===== config.mk =====
export PLATFORM = sky130hd
export DESIGN_NAME = coproc0_flat
export DESIGN_NICKNAME = d
export VERILOG_FILES = /design/src/rtl/coproc0_pkg.sv /design/src/rtl/coproc0_if.sv /design/src/rtl/coproc0.sv /design/src/flat_wrapper.sv
export SDC_FILE = /design/constraint.sdc
export NUM_CORES = 1
export LEC_CHECK = 0
export ABC_AREA = 1
export CELL_PAD_IN_SITES_DETAIL_PLACEMENT = 1
export CELL_PAD_IN_SITES_GLOBAL_PLACEMENT = 1
export CORE_UTILIZATION = 30
export DETAILED_ROUTE_END_ITERATION = 8
export PLACE_DENSITY = 0.88
export SLEW_MARGIN = 20
export SYNTH_ARGS = -nofsm -noshare
export SYNTH_HDL_FRONTEND = slang
export SYNTH_SLANG_ARGS = --single-unit

===== constraint.sdc =====
create_clock -name CLK_I -period 3.15 [get_ports CLK_I]
set_clock_uncertainty 0.1 [all_clocks]
set_input_delay 0.315 -clock CLK_I [delete_from_list [all_inputs] [get_ports CLK_I]]
set_output_delay 0.315 -clock CLK_I [all_outputs]
set_load 0.03 [all_outputs]

===== src/rtl/coproc0_pkg.sv =====
// coproc0_pkg: register numbers, field positions and exception codes for coprocessor 0.
package coproc0_pkg;
  localparam logic [4:0] REG_SR    = 5'd12;
  localparam logic [4:0] REG_CAUSE = 5'd13;
  localparam logic [4:0] REG_EPC   = 5'd14;
  localparam logic [4:0] REG_PRID  = 5'd15;
  localparam int SR_IE         = 0;
  localparam int SR_EXL        = 1;
  localparam int SR_IM_LO      = 10;
  localparam int CAUSE_CODE_LO = 2;
  localparam int CAUSE_IP_LO   = 10;
  localparam int CAUSE_BD      = 31;
  typedef enum logic [4:0] {
    EXC_INT  = 5'd0,
    EXC_ADEL = 5'd4,
    EXC_ADES = 5'd5,
    EXC_RI   = 5'd10,
    EXC_OV   = 5'd12
  } exc_code_e;
endpackage


===== src/rtl/coproc0_if.sv =====
// coproc0_if: pipeline-to-CP0 signals; HWINT[0] carries the timer interrupt.
interface coproc0_if;
  logic [4:0]  RA;
  logic [4:0]  WA;
  logic        WE;
  logic [31:0] DIN;
  logic [31:0] PC;
  logic        BD_I;
  logic        EXC_REQ;
  logic [4:0]  EXC_CODE_I;
  logic        ERET;
  logic [5:0]  HWINT;
  logic [31:0] DOUT;
  logic [31:0] EPC_O;
  logic        EXC_TAKE;
  modport master (
    output RA, WA, WE, DIN, PC, BD_I, EXC_REQ, EXC_CODE_I, ERET, HWINT,
    input  DOUT, EPC_O, EXC_TAKE
  );
  modport slave (
    input  RA, WA, WE, DIN, PC, BD_I, EXC_REQ, EXC_CODE_I, ERET, HWINT,
    output DOUT, EPC_O, EXC_TAKE
  );
endinterface


===== src/rtl/coproc0.sv =====
// coproc0: SR/CAUSE/EPC/PRID registers with exception/interrupt entry and eret.
module coproc0
  import coproc0_pkg::*;
#(
  parameter logic [31:0] PRID_VALUE = 32'h0000_2016
) (
  input logic       CLK_I,
  input logic       RST_I,
  coproc0_if.slave  bus
);
  logic [5:0]  im_q, im_d, ip_q, ip_d;
  logic        exl_q, exl_d, ie_q, ie_d, bd_q, bd_d;
  logic [4:0]  code_q, code_d;
  logic [29:0] epc_q, epc_d;
  logic [31:0] epc_take, sr, cause;
  logic        int_pend, take, wr_sr, wr_epc;
  logic        unused_pc;
  always_comb begin
    int_pend = |(bus.HWINT & im_q) & ie_q & ~exl_q;
    take     = int_pend | (bus.EXC_REQ & ~exl_q);
    // a flushed mtc0 must not commit
    wr_sr    = bus.WE & (bus.WA == REG_SR) & ~take;
    wr_epc   = bus.WE & (bus.WA == REG_EPC) & ~take;
    epc_take = bus.BD_I ? bus.PC - 32'd4 : bus.PC;
    im_d     = wr_sr ? bus.DIN[15:10] : im_q;
    ie_d     = wr_sr ? bus.DIN[0] : ie_q;
    exl_d    = take ? 1'b1 : bus.ERET ? 1'b0 : wr_sr ? bus.DIN[1] : exl_q;
    bd_d     = take ? bus.BD_I : bd_q;
    code_d   = take ? (int_pend ? 5'(EXC_INT) : bus.EXC_CODE_I) : code_q;
    epc_d    = take ? epc_take[31:2] : wr_epc ? bus.DIN[31:2] : epc_q;
    ip_d     = bus.HWINT;
  end
  always_ff @(posedge CLK_I) begin
    if (!RST_I) begin
      im_q   <= '1;
      ie_q   <= 1'b1;
      exl_q  <= 1'b0;
      bd_q   <= 1'b0;
      ip_q   <= '0;
      code_q <= '0;
      epc_q  <= '0;
    end else begin
      im_q   <= im_d;
      ie_q   <= ie_d;
      exl_q  <= exl_d;
      bd_q   <= bd_d;
      ip_q   <= ip_d;
      code_q <= code_d;
      epc_q  <= epc_d;
    end
  end
  assign sr           = {16'b0, im_q, 8'b0, exl_q, ie_q};
  assign cause        = {bd_q, 15'b0, ip_q, 3'b0, code_q, 2'b0};
  assign unused_pc    = ^epc_take[1:0];
  assign bus.EXC_TAKE = take;
  assign bus.EPC_O    = {epc_q, 2'b00};
  assign bus.DOUT     = bus.RA == REG_SR    ? sr :
                        bus.RA == REG_CAUSE ? cause :
                        bus.RA == REG_EPC   ? {epc_q, 2'b00} :
                        bus.RA == REG_PRID  ? PRID_VALUE : 32'h0;
endmodule

===== src/flat_wrapper.sv =====
// flat-port wrapper written by rule: the top's interface ports become plain ports
module coproc0_flat import coproc0_pkg::*;
#(
  parameter logic [31:0] PRID_VALUE = 32'h0000_2016
)
  (CLK_I, RST_I, bus_RA, bus_WA, bus_WE, bus_DIN, bus_PC, bus_BD_I, bus_EXC_REQ, bus_EXC_CODE_I, bus_ERET, bus_HWINT, bus_DOUT, bus_EPC_O, bus_EXC_TAKE);
  coproc0_if bus_i ();
  input logic CLK_I;
  input logic RST_I;
  input wire logic [$bits(bus_i.RA)-1:0] bus_RA;
  input wire logic [$bits(bus_i.WA)-1:0] bus_WA;
  input wire logic [$bits(bus_i.WE)-1:0] bus_WE;
  input wire logic [$bits(bus_i.DIN)-1:0] bus_DIN;
  input wire logic [$bits(bus_i.PC)-1:0] bus_PC;
  input wire logic [$bits(bus_i.BD_I)-1:0] bus_BD_I;
  input wire logic [$bits(bus_i.EXC_REQ)-1:0] bus_EXC_REQ;
  input wire logic [$bits(bus_i.EXC_CODE_I)-1:0] bus_EXC_CODE_I;
  input wire logic [$bits(bus_i.ERET)-1:0] bus_ERET;
  input wire logic [$bits(bus_i.HWINT)-1:0] bus_HWINT;
  output wire logic [$bits(bus_i.DOUT)-1:0] bus_DOUT;
  output wire logic [$bits(bus_i.EPC_O)-1:0] bus_EPC_O;
  output wire logic [$bits(bus_i.EXC_TAKE)-1:0] bus_EXC_TAKE;
  assign bus_i.RA = bus_RA;
  assign bus_i.WA = bus_WA;
  assign bus_i.WE = bus_WE;
  assign bus_i.DIN = bus_DIN;
  assign bus_i.PC = bus_PC;
  assign bus_i.BD_I = bus_BD_I;
  assign bus_i.EXC_REQ = bus_EXC_REQ;
  assign bus_i.EXC_CODE_I = bus_EXC_CODE_I;
  assign bus_i.ERET = bus_ERET;
  assign bus_i.HWINT = bus_HWINT;
  assign bus_DOUT = bus_i.DOUT;
  assign bus_EPC_O = bus_i.EPC_O;
  assign bus_EXC_TAKE = bus_i.EXC_TAKE;
  coproc0 #(.PRID_VALUE(PRID_VALUE)) u_core (.CLK_I(CLK_I), .RST_I(RST_I), .bus(bus_i));
endmodule

==> flow_metrics.py <==
metrics = {
    "power": {
        "p_int_uw": 1230,
        "pwr-share-seq": 0.384,
        "clkPwrFrac": 0.308,
        "peakVddDrop_mv": 0.226,
        "p_switching_uw": 640,
        "p_comb_frac": 0.308,
        "switching_share": 0.342,
        "leakagePower_uw": 0.00238,
        "total_power_uw": 1870,
        "power_density_nw_per_um2": 357,
    },
    "placed_design": {
        "dp_hpwl_um": 11100,
        "io_buffers": 151,
        "place.gp.congestion": 0.841,
        "placed_area_um2": 5080,
    },
    "critical_path": {
        "worst_ep_required_time_ns": 2.73,
        "critPathLaunchType": "input pin",
        "cp_cell_sequence": "clkdlybuf4s50_1 -> nand2_1 -> nor2_1 -> inv_1 -> nor2_1 -> nand2_1 -> o21ai_0 -> clkdlybuf4s50_1",
        "crit_fanout": 5,
        "arrival_ns": 2.17,
        "crit_type": "input pin to primary output",
        "cp_slowest_stage_delay_ns": 0.69,
        "critPathCaptureType": "primary output",
        "cp_slowest_cell": "clkdlybuf4s50_1",
    },
    "floorplan": {
        "start_util": 0.310,
        "coreArea_um2": 11500,
        "dieHeight_um": 111,
        "ios": 156,
        "fp.dieArea_um2": 12300,
        "die_w_um": 111,
        "rows": 39,
    },
    "cts": {
        "htreeDepth": 2,
        "cts_root_buf": "clkbuf_16",
        "path_clk_slew_ns": 0.07,
        "postCtsSetupBuffers": 0,
        "cts.sinks": 50,
        "clock_latency_ns": 0.30,
        "cts_made_buffers": 5,
        "cts_hold_buffers": 0,
        "cts_buffer_depth": 2,
        "cts_resized": 0,
        "cts_tree": "built",
    },
    "yosys": {
        "synth_area_um2": 3550,
        "ys_warn_count": 0,
        "avgSynthCellArea_um2": 5.99,
        "synth_seq_cells": 50,
        "ys_seq_area_frac": 0.282,
        "ys_types": 37,
        "synthCells": 593,
    },
    "cells_and_area": {
        "fill_cells": 1531,
        "utilization": 0.456,
        "syn_to_final_growth_pct": 47.3,
        "final_cell_mix": "nand2_1, clkdlybuf4s50_1, inv_1, nor2_1, dfxtp_1",
        "drive_gt1_frac": 0.110,
        "final_common_cell": "nand2_1",
        "fin_area_um2": 5230,
        "antennaDiodeCount": 0,
        "fin_nets": 829,
    },
    "global_route": {
        "grt_use_met3": 0.0241,
        "grt_pass1_wl_um": 22400,
        "grt_pass1_vias": 4420,
        "grt_max_degree": 35,
        "globalRouteTotalUtil": 0.227,
        "grt_util_met2": 0.401,
        "grtUsageMet1": 0.293,
        "antenna_found_initial": 0,
        "globalRouteOverflowTotal": 0,
        "grt.busiest_layer": "met2",
    },
    "route": {
        "drt_iter0_drc": 154,
        "ant_nets": 0,
        "routed_via_density": 4.89,
        "first_pass_iters": 4,
        "finalWirelength_um": 14000,
        "drc_errors": 0,
        "via_count": 4310,
        "wl_per_cell_um": 15.8,
    },
    "run": {
        "cap_violations": 0,
    },
    "hold_path": {
        "hold_path.class": "flip-flop to flip-flop",
    },
    "sta": {
        "drv_slew": 0,
        "rsz0062_at_grt": "false",
        "final_hold_viol_count": 0,
        "fmax_ghz": 0.387,
        "tightest_slew_ns": 0.844,
        "finalSetupViolations": 0,
        "min_period_ns": 2.58,
        "finalSetupTns_ns": 0,
        "post-route-period-util": 0.820,
        "relSlewSlack": 0.437,
    },
    "run_status": {
        "status": "finished clean",
    },
}
## worst paths after layout
kind	from	endpoint	slack (ns)	depth (start not counted)
worst max-delay path	bus_RA[3]	bus_DOUT[1]	0.57	8
worst min-delay path	u_core.code_q[0]$_SDFFE_PN0N_	u_core.code_q[0]$_SDFFE_PN0N_	0.38	2
worst max register to register	u_core.im_q[1]$_SDFFE_PN1P_	u_core.epc_q[24]$_SDFFE_PN0P_	1.22	10
worst min register to register	u_core.code_q[0]$_SDFFE_PN0N_	u_core.code_q[0]$_SDFFE_PN0N_	0.38	2
## worst max-delay path: cells and delay by family
family          cells  cell delay [ns]
simple gates        4             0.54
buf+inv             3             1.22
compound gates      1             0.10
## power by group through the flow
stage / Clock [uW] / Sequential (uW) / Combinational [uW]
after floorplan: 0 / 794 / 237
after global placement: 0 / 730 / 558
after detailed placement: 0 / 732 / 575
after CTS: 584 / 717 / 578
after global routing: 612 / 723 / 621
final: 575 / 718 / 576
## state kept, by name (all words and copies together) (netlist names)
register       flops
u_core.bd_q        1
u_core.ip_q        6
u_core.exl_q       1
u_core.epc_q      30
u_core.im_q        6
u_core.ie_q        1
u_core.code_q      5
## area by class of cell
| class | count | area [um^2] | area share |
|---|---|---|---|
| flip-flops and latches | 50 | 1000 | 0.191 |
| well taps | 143 | 179 | 0.0342 |
| clock buffers | 5 | 125 | 0.0239 |
| inverters | 80 | 302 | 0.0576 |
| clock inverters | 3 | 26.3 | 0.00502 |
| multi-input cells | 441 | 2090 | 0.400 |
| repair buffers | 159 | 1510 | 0.288 |
## synth_stat cells
master	number	area (um^2)
nand2_2	5	31.3
o21bai_1	1	7.51
o21ai_0	31	155
a21oi_2	2	17.5
conb_1	1	3.75
inv_1	76	285
a21oi_1	30	150
nor3_1	5	25.0
inv_2	3	11.3
a32o_1	3	30.0
a211oi_1	1	7.51
buf_12	1	20.0
buf_2	5	25.0
a31oi_1	6	37.5
clkbuf_1	7	26.3
nor2_4	6	67.6
nand4_2	1	12.5
buf_6	4	45.0
nor2_1	76	285
nand3_2	4	40.0
buf_4	6	45.0
ha_1	1	12.5
nand2_4	1	11.3
nand4_1	8	50.1
nand3_1	42	210
a211oi_2	1	12.5
o211ai_1	1	7.51
dfxtp_1	50	1000
nand3b_1	1	7.51
nor2_8	1	20.0
xnor2_1	1	8.76
clkinv_2	1	5.00
o21ai_1	2	10.0
xor2_1	10	87.6
nor2_2	8	50.1
nor3_2	2	20.0
nand2_1	189	709
## logic make-up (layout without fill, tap and decap cells)
group                      after synthesis  count (layout)  share of synthesized area
AOI/OAI and AO/OA                       78              78                      0.123
xor gates and xnor gates                11              11                     0.0271
adders and majority gates                1               1                    0.00352
buffers and inverters                  103             247                      0.130
DFF                                     50              50                      0.282
other                                    1               2                    0.00106
and+or+nand+nor                        349             349                      0.434
## metal layers
layer	share of wire	up-vias	wire length [um]
met2	0.49	110	6800
met3	0.039	12	543
li1	-	2142	-
met5	0	-	0
met1	0.46	2046	6390
met4	0.016	0	225
## stage by stage
| step | worst slack, ns | std cells | hold WS, ns |
|---|---|---|---|
| after floorplan | 1.16 | 594 | 0.308 |
| after global placement | 0.635 | 873 | 0.353 |
| after detailed placement | 0.551 | 873 | 0.371 |
| after CTS | 0.551 | 881 | 0.382 |
| after global routing | 0.458 | 881 | 0.397 |
| final | 0.566 | 881 | 0.379 |
(Power assumes the default switching activity.)
